--- config.mk ---
export PLATFORM = sky130hd
export DESIGN_NAME = tmds_period_sched
export DESIGN_NICKNAME = d
export VERILOG_FILES = /design/src/rtl/tmds_period_sched.sv
export SDC_FILE = /design/constraint.sdc
export NUM_CORES = 1
export LEC_CHECK = 0
export ABC_AREA = 1
export CAP_MARGIN = 10
export CELL_PAD_IN_SITES_DETAIL_PLACEMENT = 1
export CELL_PAD_IN_SITES_GLOBAL_PLACEMENT = 2
export CORE_ASPECT_RATIO = 2
export CORE_UTILIZATION = 37
export DETAILED_ROUTE_END_ITERATION = 10
export GPL_TIMING_DRIVEN = 0
export PLACE_DENSITY = 0.91
export SYNTH_ARGS = -nofsm -noshare
export SYNTH_HDL_FRONTEND = slang
export SYNTH_SLANG_ARGS = --single-unit
--- constraint.sdc ---
create_clock -name clk_i -period 6.8 [get_ports clk_i]
set_clock_uncertainty 0.15 [all_clocks]
set_input_delay 1.36 -clock clk_i [delete_from_list [all_inputs] [get_ports clk_i]]
set_output_delay 1.36 -clock clk_i [all_outputs]
set_load 0.05 [all_outputs]
--- src/rtl/tmds_period_sched.sv ---
// Per-pixel TMDS period scheduler: looks 10 pixels ahead to insert video preamble/guard
// bands and one data island per line, then emits per-channel coding mode with aligned video.
module tmds_period_sched #(
  parameter int ISL_OFFSET = 4,
  parameter bit HS_POL     = 1'b1
) (
  input  logic        clk_i,
  input  logic        rst_i,
  input  logic        de_i,
  input  logic        hs_i,
  input  logic        vs_i,
  input  logic [23:0] rgb_i,
  input  logic        isl_req_i,
  input  logic [8:0]  isl_d_i,
  output logic        isl_rd_o,
  output logic        isl_done_o,
  output logic        isl_abort_o,
  output logic [2:0]  mode_o,
  output logic [1:0]  sync_o,
  output logic [3:0]  ctl_o,
  output logic [23:0] rgb_o,
  output logic [11:0] terc_o
);
  localparam int         LAT  = 11;
  localparam int         DLY  = LAT - 1;
  localparam logic [6:0] OFFS = 7'(ISL_OFFSET);

  localparam logic [2:0] M_CTRL = 3'd0, M_VGB = 3'd1, M_VID = 3'd2, M_IGB = 3'd3, M_ISL = 3'd4;

  typedef enum logic [2:0] {S_IDLE, S_PRE, S_LGB, S_DATA, S_TGB, S_DONE} state_t;

  // Index k holds pixel n+9-k; the current input is pixel n+10.
  logic [DLY-1:0]       r_de_sr, r_hs_sr, r_vs_sr;
  logic [DLY-1:0][23:0] r_rgb_sr;

  state_t      r_state;
  logic [4:0]  r_cnt;
  logic        r_hs_act_d;
  logic [6:0]  r_since;
  logic        r_line_done;

  logic [2:0]  r_mode;
  logic [3:0]  r_ctl;
  logic [1:0]  r_sync;
  logic [23:0] r_rgb;
  logic [11:0] r_terc;
  logic        r_done, r_abort;

  always_ff @(posedge clk_i) begin
    if (rst_i) begin
      r_de_sr  <= '0;
      r_hs_sr  <= '0;
      r_vs_sr  <= '0;
      r_rgb_sr <= '0;
    end else begin
      r_de_sr  <= {r_de_sr[DLY-2:0], de_i};
      r_hs_sr  <= {r_hs_sr[DLY-2:0], hs_i};
      r_vs_sr  <= {r_vs_sr[DLY-2:0], vs_i};
      r_rgb_sr <= {r_rgb_sr[DLY-2:0], rgb_i};
    end
  end

  logic        w_de_n, w_hs_n, w_vs_n;
  logic [23:0] w_rgb_n;
  logic        w_hs_act, w_edge;
  logic        w_vid_gb, w_vid_pre, w_de_any;
  logic        w_start, w_abort, w_rd;
  state_t      w_st;
  logic [4:0]  w_cnt;
  logic [2:0]  w_mode;
  logic [3:0]  w_ctl;
  logic [23:0] w_rgb;
  logic [11:0] w_terc;

  assign w_de_n    = r_de_sr[DLY-1];
  assign w_hs_n    = r_hs_sr[DLY-1];
  assign w_vs_n    = r_vs_sr[DLY-1];
  assign w_rgb_n   = r_rgb_sr[DLY-1];
  assign w_hs_act  = (w_hs_n == HS_POL);
  assign w_edge    = w_hs_act && !r_hs_act_d;
  assign w_vid_gb  = r_de_sr[DLY-2] | r_de_sr[DLY-3];
  assign w_vid_pre = (|r_de_sr[DLY-4:0]) | de_i;
  assign w_de_any  = w_de_n | w_vid_gb | w_vid_pre;

  assign w_start = (r_state == S_IDLE) && (r_since == OFFS) && isl_req_i &&
                   !r_line_done && !w_de_any;
  // Upcoming active video cancels an island still in flight; DONE is already complete.
  assign w_abort = (r_state != S_IDLE) && (r_state != S_DONE) && de_i;
  assign w_st    = w_start ? S_PRE : r_state;
  assign w_cnt   = w_start ? 5'd0 : r_cnt;
  assign w_rd    = (w_st == S_DATA) && !w_abort && !rst_i;

  always_comb begin
    w_mode = M_CTRL;
    w_ctl  = 4'b0000;
    w_rgb  = '0;
    w_terc = '0;
    if (w_de_n) begin
      w_mode = M_VID;
      w_rgb  = w_rgb_n;
    end else if (w_vid_gb) begin
      w_mode = M_VGB;
    end else if (w_vid_pre) begin
      w_ctl = 4'b0001;
    end else begin
      case (w_st)
        S_PRE: w_ctl = 4'b0101;
        S_LGB, S_TGB: begin
          w_mode = M_IGB;
          w_terc = {8'h00, 2'b11, w_vs_n, w_hs_n};
        end
        S_DATA: begin
          w_mode = M_ISL;
          w_terc = {isl_d_i[8:5], isl_d_i[4:1], (w_cnt != 5'd0), isl_d_i[0], w_vs_n, w_hs_n};
        end
        default: ;
      endcase
    end
  end

  always_ff @(posedge clk_i) begin
    if (rst_i) begin
      r_state     <= S_IDLE;
      r_cnt       <= '0;
      r_hs_act_d  <= 1'b1;
      r_since     <= '0;
      r_line_done <= 1'b0;
      r_mode      <= M_CTRL;
      r_ctl       <= '0;
      r_sync      <= '0;
      r_rgb       <= '0;
      r_terc      <= '0;
      r_done      <= 1'b0;
      r_abort     <= 1'b0;
    end else begin
      r_hs_act_d <= w_hs_act;
      if (w_edge)
        r_since <= 7'd1;
      else if (r_since != 7'd0 && r_since != 7'h7f)
        r_since <= r_since + 7'd1;
      if (w_start)
        r_line_done <= 1'b1;
      else if (w_edge)
        r_line_done <= 1'b0;

      r_state <= w_st;
      r_cnt   <= w_cnt + 5'd1;
      if (w_abort) begin
        r_state <= S_IDLE;
        r_cnt   <= '0;
      end else begin
        case (w_st)
          S_PRE:  if (w_cnt == 5'd7)  begin r_state <= S_LGB;  r_cnt <= '0; end
          S_LGB:  if (w_cnt == 5'd1)  begin r_state <= S_DATA; r_cnt <= '0; end
          S_DATA: if (w_cnt == 5'd31) begin r_state <= S_TGB;  r_cnt <= '0; end
          S_TGB:  if (w_cnt == 5'd1)  begin r_state <= S_DONE; r_cnt <= '0; end
          S_DONE: begin r_state <= S_IDLE; r_cnt <= '0; end
          default: r_cnt <= '0;
        endcase
      end

      r_mode  <= w_mode;
      r_ctl   <= w_ctl;
      r_sync  <= {w_vs_n, w_hs_n};
      r_rgb   <= w_rgb;
      r_terc  <= w_terc;
      r_done  <= (w_st == S_DONE);
      r_abort <= w_abort;
    end
  end

  assign isl_rd_o    = w_rd;
  assign isl_done_o  = r_done;
  assign isl_abort_o = r_abort;
  assign mode_o      = r_mode;
  assign ctl_o       = r_ctl;
  assign sync_o      = r_sync;
  assign rgb_o       = r_rgb;
  assign terc_o      = r_terc;

endmodule

**Word level (Yosys, flattened, before mapping)**

Cells that the tools add are included.

- Register bits: 333
- Bits in latches: 0
- Memory bits (writable): 0
- ROM bits: 0
- Output and inout port bits: 48
- Word-level logic and storage cells: 98
- Memories: 0

- Add/subtract/negate cells: 2
- $mul: 0
- Div/mod/pow operators: 0
- $lt $le $gt $ge: 0
- Eq/ne operators: 11
- Shift-type cells: 0
- Muxes and demuxes: 22
- Bitwise operators: 5
- Reductions and logical operators: 29

Operators by type and width:

| cell | count |
|---|---|
| case mux 12 bit (2 select lines) | 1 |
| 2-to-1 mux 5 bit | 4 |
| 2-to-1 mux 3 bit | 6 |
| case mux 3 bit (5 select lines) | 1 |
| case mux 5 bit (3 select lines) | 1 |
| logical AND 1 bit | 10 |
| OR reduction 2 bit | 5 |
| adder 7 x 1 -> 7 bit (second input constant) | 1 |
| == test 7 x 3 -> 1 bit (second input constant) | 1 |
| inequality test 7 bit (second input constant) | 1 |
| nonzero test 7 bit | 1 |
| OR reduction 7 bit | 1 |
| == test 3 x 2 -> 1 bit (second input constant) | 2 |
| == test 3 bit (second input constant) | 2 |
| 2-to-1 mux 2 bit | 3 |
| case mux 3 bit (2 select lines) | 1 |
| adder 5 x 1 -> 5 bit (second input constant) | 1 |
| == test 5 x 1 -> 1 bit (second input constant) | 1 |
| == test 5 x 3 -> 1 bit (second input constant) | 1 |
| == test 5 bit (second input constant) | 1 |
| zero test 1 bit | 5 |
| 2-to-1 mux 1 bit | 5 |
| nonzero test 5 bit | 1 |
| bitwise OR 1 bit | 4 |
| other kinds (8) | 9 |

**Logic depth before layout (Yosys ltp)**

- Depth in word-level cells: 12
- Depth in mapped cells: 20

**Least setup slack after synthesis**

No wires, ideal clock.

- Path kind: input to output
- From: input port rst_i
- To: output port isl_rd_o
- Arrival: 2.371 ns
- Data required time: 5.290 ns
- Path slack: 2.919 ns
- Stages: 4
- Buffers on the path: 1
- Cell sequence: clkbuf_1 -> inv_2 -> nand2_1 -> nor2_1

- Longest elaborated chain between the ends: 2

Ends and longest elaborated chain:

| item | RTL line | text |
|---|---|---|
| from (decl) | 8 | `input logic rst_i,` |
| zero test 1 bit | 91 | `assign w_rd = (w_st == S_DATA) && !w_abort && !rst_i;` |
| logical AND 1 bit | 91 |  |
| to (decl) | 15 | `output logic isl_rd_o,` |

No other way between the ends.

**Worst setup path in the final report**

- From: input port de_i
- To: output port isl_rd_o

- Longest elaborated chain between the ends: 8
- Elaborated cells on any way between the ends: 10
- Those cells by class: eq/ne (1); mux (1); bitwise (2); reduce/logical (6)

Ends and longest elaborated chain:

| item | RTL line | text |
|---|---|---|
| from (decl) | 9 | `input logic de_i,` |
| bitwise OR 1 bit | 82 | `assign w_vid_pre = (\|r_de_sr[DLY-4:0]) \| de_i;` |
| bitwise OR 1 bit | 83 | `assign w_de_any = w_de_n \| w_vid_gb \| w_vid_pre;` |
| zero test 1 bit | 86 | `!r_line_done && !w_de_any;` |
| logical AND 1 bit | 86 |  |
| 2-to-1 mux 3 bit | 89 | `assign w_st = w_start ? S_PRE : r_state;` |
| == test 3 x 2 -> 1 bit | 91 |  |
| logical AND 1 bit * (2 in a row) | 91 |  |

Mark *: on every way between the ends. The rest lies on a longest branch, timed or not.

==> summary by stage <==
Clocking
Clock tree synthesis inserted a total of 29 buffers. The maximum clock path buffer count is 3. The clock-pin transition on the worst setup and hold timing paths is 0.07 ns.

Gates resized during post-CTS repair numbered 0. For the worst-skew pair, the clock arrives at the later sink with an insertion delay of 0.56 ns. The TritonCTS clock tree is done. The number of buffers inserted for hold repair after clock tree synthesis is 0. The cell at the root of the clock tree is sky130_fd_sc_hd__clkbuf_16. CTS built an H-tree with a depth of 1. Post-CTS timing repair inserted 0 buffers for setup. The number of clock sinks is 332.

Worst setup path
Counting stages on the worst path, the most repeated cell is sky130_fd_sc_hd__clkdlybuf4s50_1. The maximum cell stage delay along the critical path is 0.81 ns. The worst path arrival time is 3.06 ns. Walking the worst path, the cells encountered are clkdlybuf4s50_1, nand3_1, nand2_1, nor2_1, clkdlybuf4s50_1.

The slowest stage of the critical path belongs to the cell sky130_fd_sc_hd__clkdlybuf4s50_1. The dominant delay contributor by cell family on the critical path is buffers and inverters. STA classifies the critical path endpoint as an output port. The critical path is of the input pin to output port type. Counting both buffers and inverters, the worst setup path holds a total of 2. The critical path data required time is 5.29 ns.

STA classifies the critical path startpoint as an input pin. The highest fanout seen on the critical path is 5.

Finish
The area growth from synthesis to layout is 23.58%. The area occupied by multi-input gates is 0.001857 mm². The final core utilization is 0.4656. The repair_antennas step left the layout with diodes totalling 0. Leaving out fill and tap cells, the most frequent cells in the layout are 332 x sky130_fd_sc_hd__inv_1, 332 x sky130_fd_sc_hd__dfxtp_1, 327 x sky130_fd_sc_hd__nor2_1. In the final layout, the share of cells above drive strength 1 is 0.06177.

Counting the fill cells in the layout gives 3091. The number of nets in the final layout is 1299. The area occupied by registers is 0.006646 mm².

Worst hold path
The worst hold path belongs to the class register to register.

Floorplan
The I/O pin count is 87. The die is 233.3 µm tall. The initialized floorplan defines 84 standard-cell rows. The initial core utilization is 0.3768. The area of the core is 0.02628 mm². The floorplan step set the die width to 117.7 µm. The floorplan step defined a die boundary enclosing 0.02745 mm².

Routing
After detailed routing, the average wire length per cell comes to 10.41 µm. The total wire length is 16900 µm. The via density per instance is 4.018. The post-detailed-route count of antenna-violating nets is 0. The overall via count from detail_route is 6521. The remaining routing DRC violations is 0. The total iterations of the first detailed-routing run is 3.

The initial detailed-routing violation count is 147.

STA
The setup TNS is 0 ns. Setup repair after global routing left no endpoint under its margin. The timing-limited maximum frequency is 0.2187 GHz. The count of final hold-check violations came to 0. Once routing completed, OpenROAD measured the worst setup slack at 2.227 ns. The final period utilization is 0.6724. Headroom to the max-slew limit came out at 0.5290. The transition time at the pin with the least slew margin is 0.7065 ns. Setup violations remaining at the end of the flow were counted as 0. The final max-slew violation count was 0. For the finished layout, the period the worst path requires is 4.573 ns.

Placement
The count of input and output buffers is 83. The final weighted congestion in routability-driven placement is 0.7243. The HPWL after detailed placement is 12050 µm.

The setup slack after placement is 2.203 ns.

Synthesis
The number of unique standard cell types used by synthesis is 28. The predominant post-synthesis flop cell is sky130_fd_sc_hd__dfxtp_1. The number of cells produced by synthesis is 1141. After synthesis the netlist holds a flip-flop and latch count of 332. The part of the Yosys area used for sequential elements is 0.6714. The Yosys step of the flow raised 0 warnings.

The fraction of registers with async set/reset is 0. Summing every instance area after synthesis gives 0.009899 mm². The number of enable-type register cells in the synthesized netlist is 0.

The average cell area after synthesis is 8.676 µm².

Pwr
In this run the power density over the cells is 318.3 mW/mm². Summed over all cells, the static leakage comes to 0.005017 µW. The part of the power in the clock network is 0.460. For this design the total switching power over the nets is 809.8 µW. The peak ir drop on the vdd network is 0.2236 mV. Of the total power, the share spent switching nets is 0.2079.

Cell internal power was estimated by the tool at 3085 µW. The register share of total power is 0.510. The relative contribution of combinational cells to total power is 0.031.

Global route
The first global-routing pass estimated 29300 µm of wire. The initial antenna violation count is 0. The number of global-route vias before repair is 6803. In the global route stage, overall resource usage came out at 0.1306. The maximum number of pins on one net before global-route repair is 18. The total congestion overflow is 0.

Status
The flow ran to the end, and the final reports show no timing, DRC or antenna violations.

Job
The total of max-cap violations is 0.
## registers in the layout (all words and copies together), names as in the netlist
name and count:
ctl_o 2, isl_abort_o 1, isl_done_o 1, mode_o 3
r_cnt 5, r_de_sr 10, r_hs_act_d 1, r_hs_sr 10
r_line_done 1, r_rgb_sr 216, r_since 7, r_state 3
r_vs_sr 10, rgb_o 24, sync_o 2, terc_o 12
w_rgb_n 24
## cells by family after synthesis
logic type,after synthesis,share of synthesized area
AND/OR/NAND/NOR,414,0.1708
buffers and inverters,371,0.1414
flip-flops,332,0.6714
AO/OA/AOI/OAI,18,0.01011
adder cells (fa/ha/maj),4,0.005056
XOR/XNOR,1,0.0008849
other,1,0.0003788
## power by group through the flow
stage / clock (µW) / combinational [µW] / sequential [µW]
2_1_floorplan: 0 / 74.0 / 2030
3_5_place_dp: 0 / 122 / 2030
4_1_cts: 1850 / 123 / 1990
5_1_grt: 1940 / 138 / 1990
6_report: 1790 / 119 / 1990
3_3_place_gp: 0 / 118 / 2030
## routing by layer
metal | wire length, µm | track usage
met1 | 5472 | 0.1049
met2 | 10370 | 0.2925
met3 | 515 | 0.01904
met4 | 545 | 0.05649
met5 | 0 | 0
## layout make-up
cell class / instances / share of cell area
Inverter: 336 / 0.1031
Timing Repair Buffer: 83 / 0.06791
Sequential cell: 332 / 0.5433
Tap cell: 344 / 0.03518
Buffer: 35 / 0.01135
Clock buffer: 35 / 0.06443
Clock inverter: 19 / 0.02301
Multi-Input combinational cell: 439 / 0.1518
## cells in the mapped netlist (all sizes together) (4+ instances only)
cell    count  area, µm²
nor2      337       1305
inv       336       1261
dfxtp     332       6646
nand2      49      203.9
clkbuf     29      108.9
nand3      19      130.1
o21ai       8      40.04
a21oi       6      30.03
buf         6      30.02
ha          4      50.05
nand4       4      25.02
nor3        4      20.02
## worst min-delay path, stage by stage, from the launching register on
cell	delay [ns]
sky130_fd_sc_hd__dfxtp_1	0.30
sky130_fd_sc_hd__inv_1	0.04
sky130_fd_sc_hd__nor2_1	0.03
## path summary, 6_finish.rpt
kind | start | end | slack (ns) | depth (start not counted)
worst max-delay path | de_i | isl_rd_o | 2.23 | 5
worst min-delay path | r_rgb_sr[3]$_SDFF_PP0_ | r_rgb_sr[27]$_SDFF_PP0_ | 0.24 | 2
worst max register to register | r_since[0]$_SDFFE_PP0P_ | r_cnt[1]$_SDFF_PP0_ | 4.12 | 20
worst min register to register | r_rgb_sr[3]$_SDFF_PP0_ | r_rgb_sr[27]$_SDFF_PP0_ | 0.24 | 2
## per-stage QoR
step	hold slack [ns]	power, µW	cells	cell area (µm²)
6_report	0.2438	3894	1623	12230
5_1_grt	0.2560	4060	1623	12230
4_1_cts	0.2431	3955	1623	12230
3_5_place_dp	0.2442	2152	1569	11160
3_3_place_gp	0.2392	2146	1569	11160
2_1_floorplan	0.2383	2102	1142	9903
No activity file was read; power rests on OpenSTA's default activity.
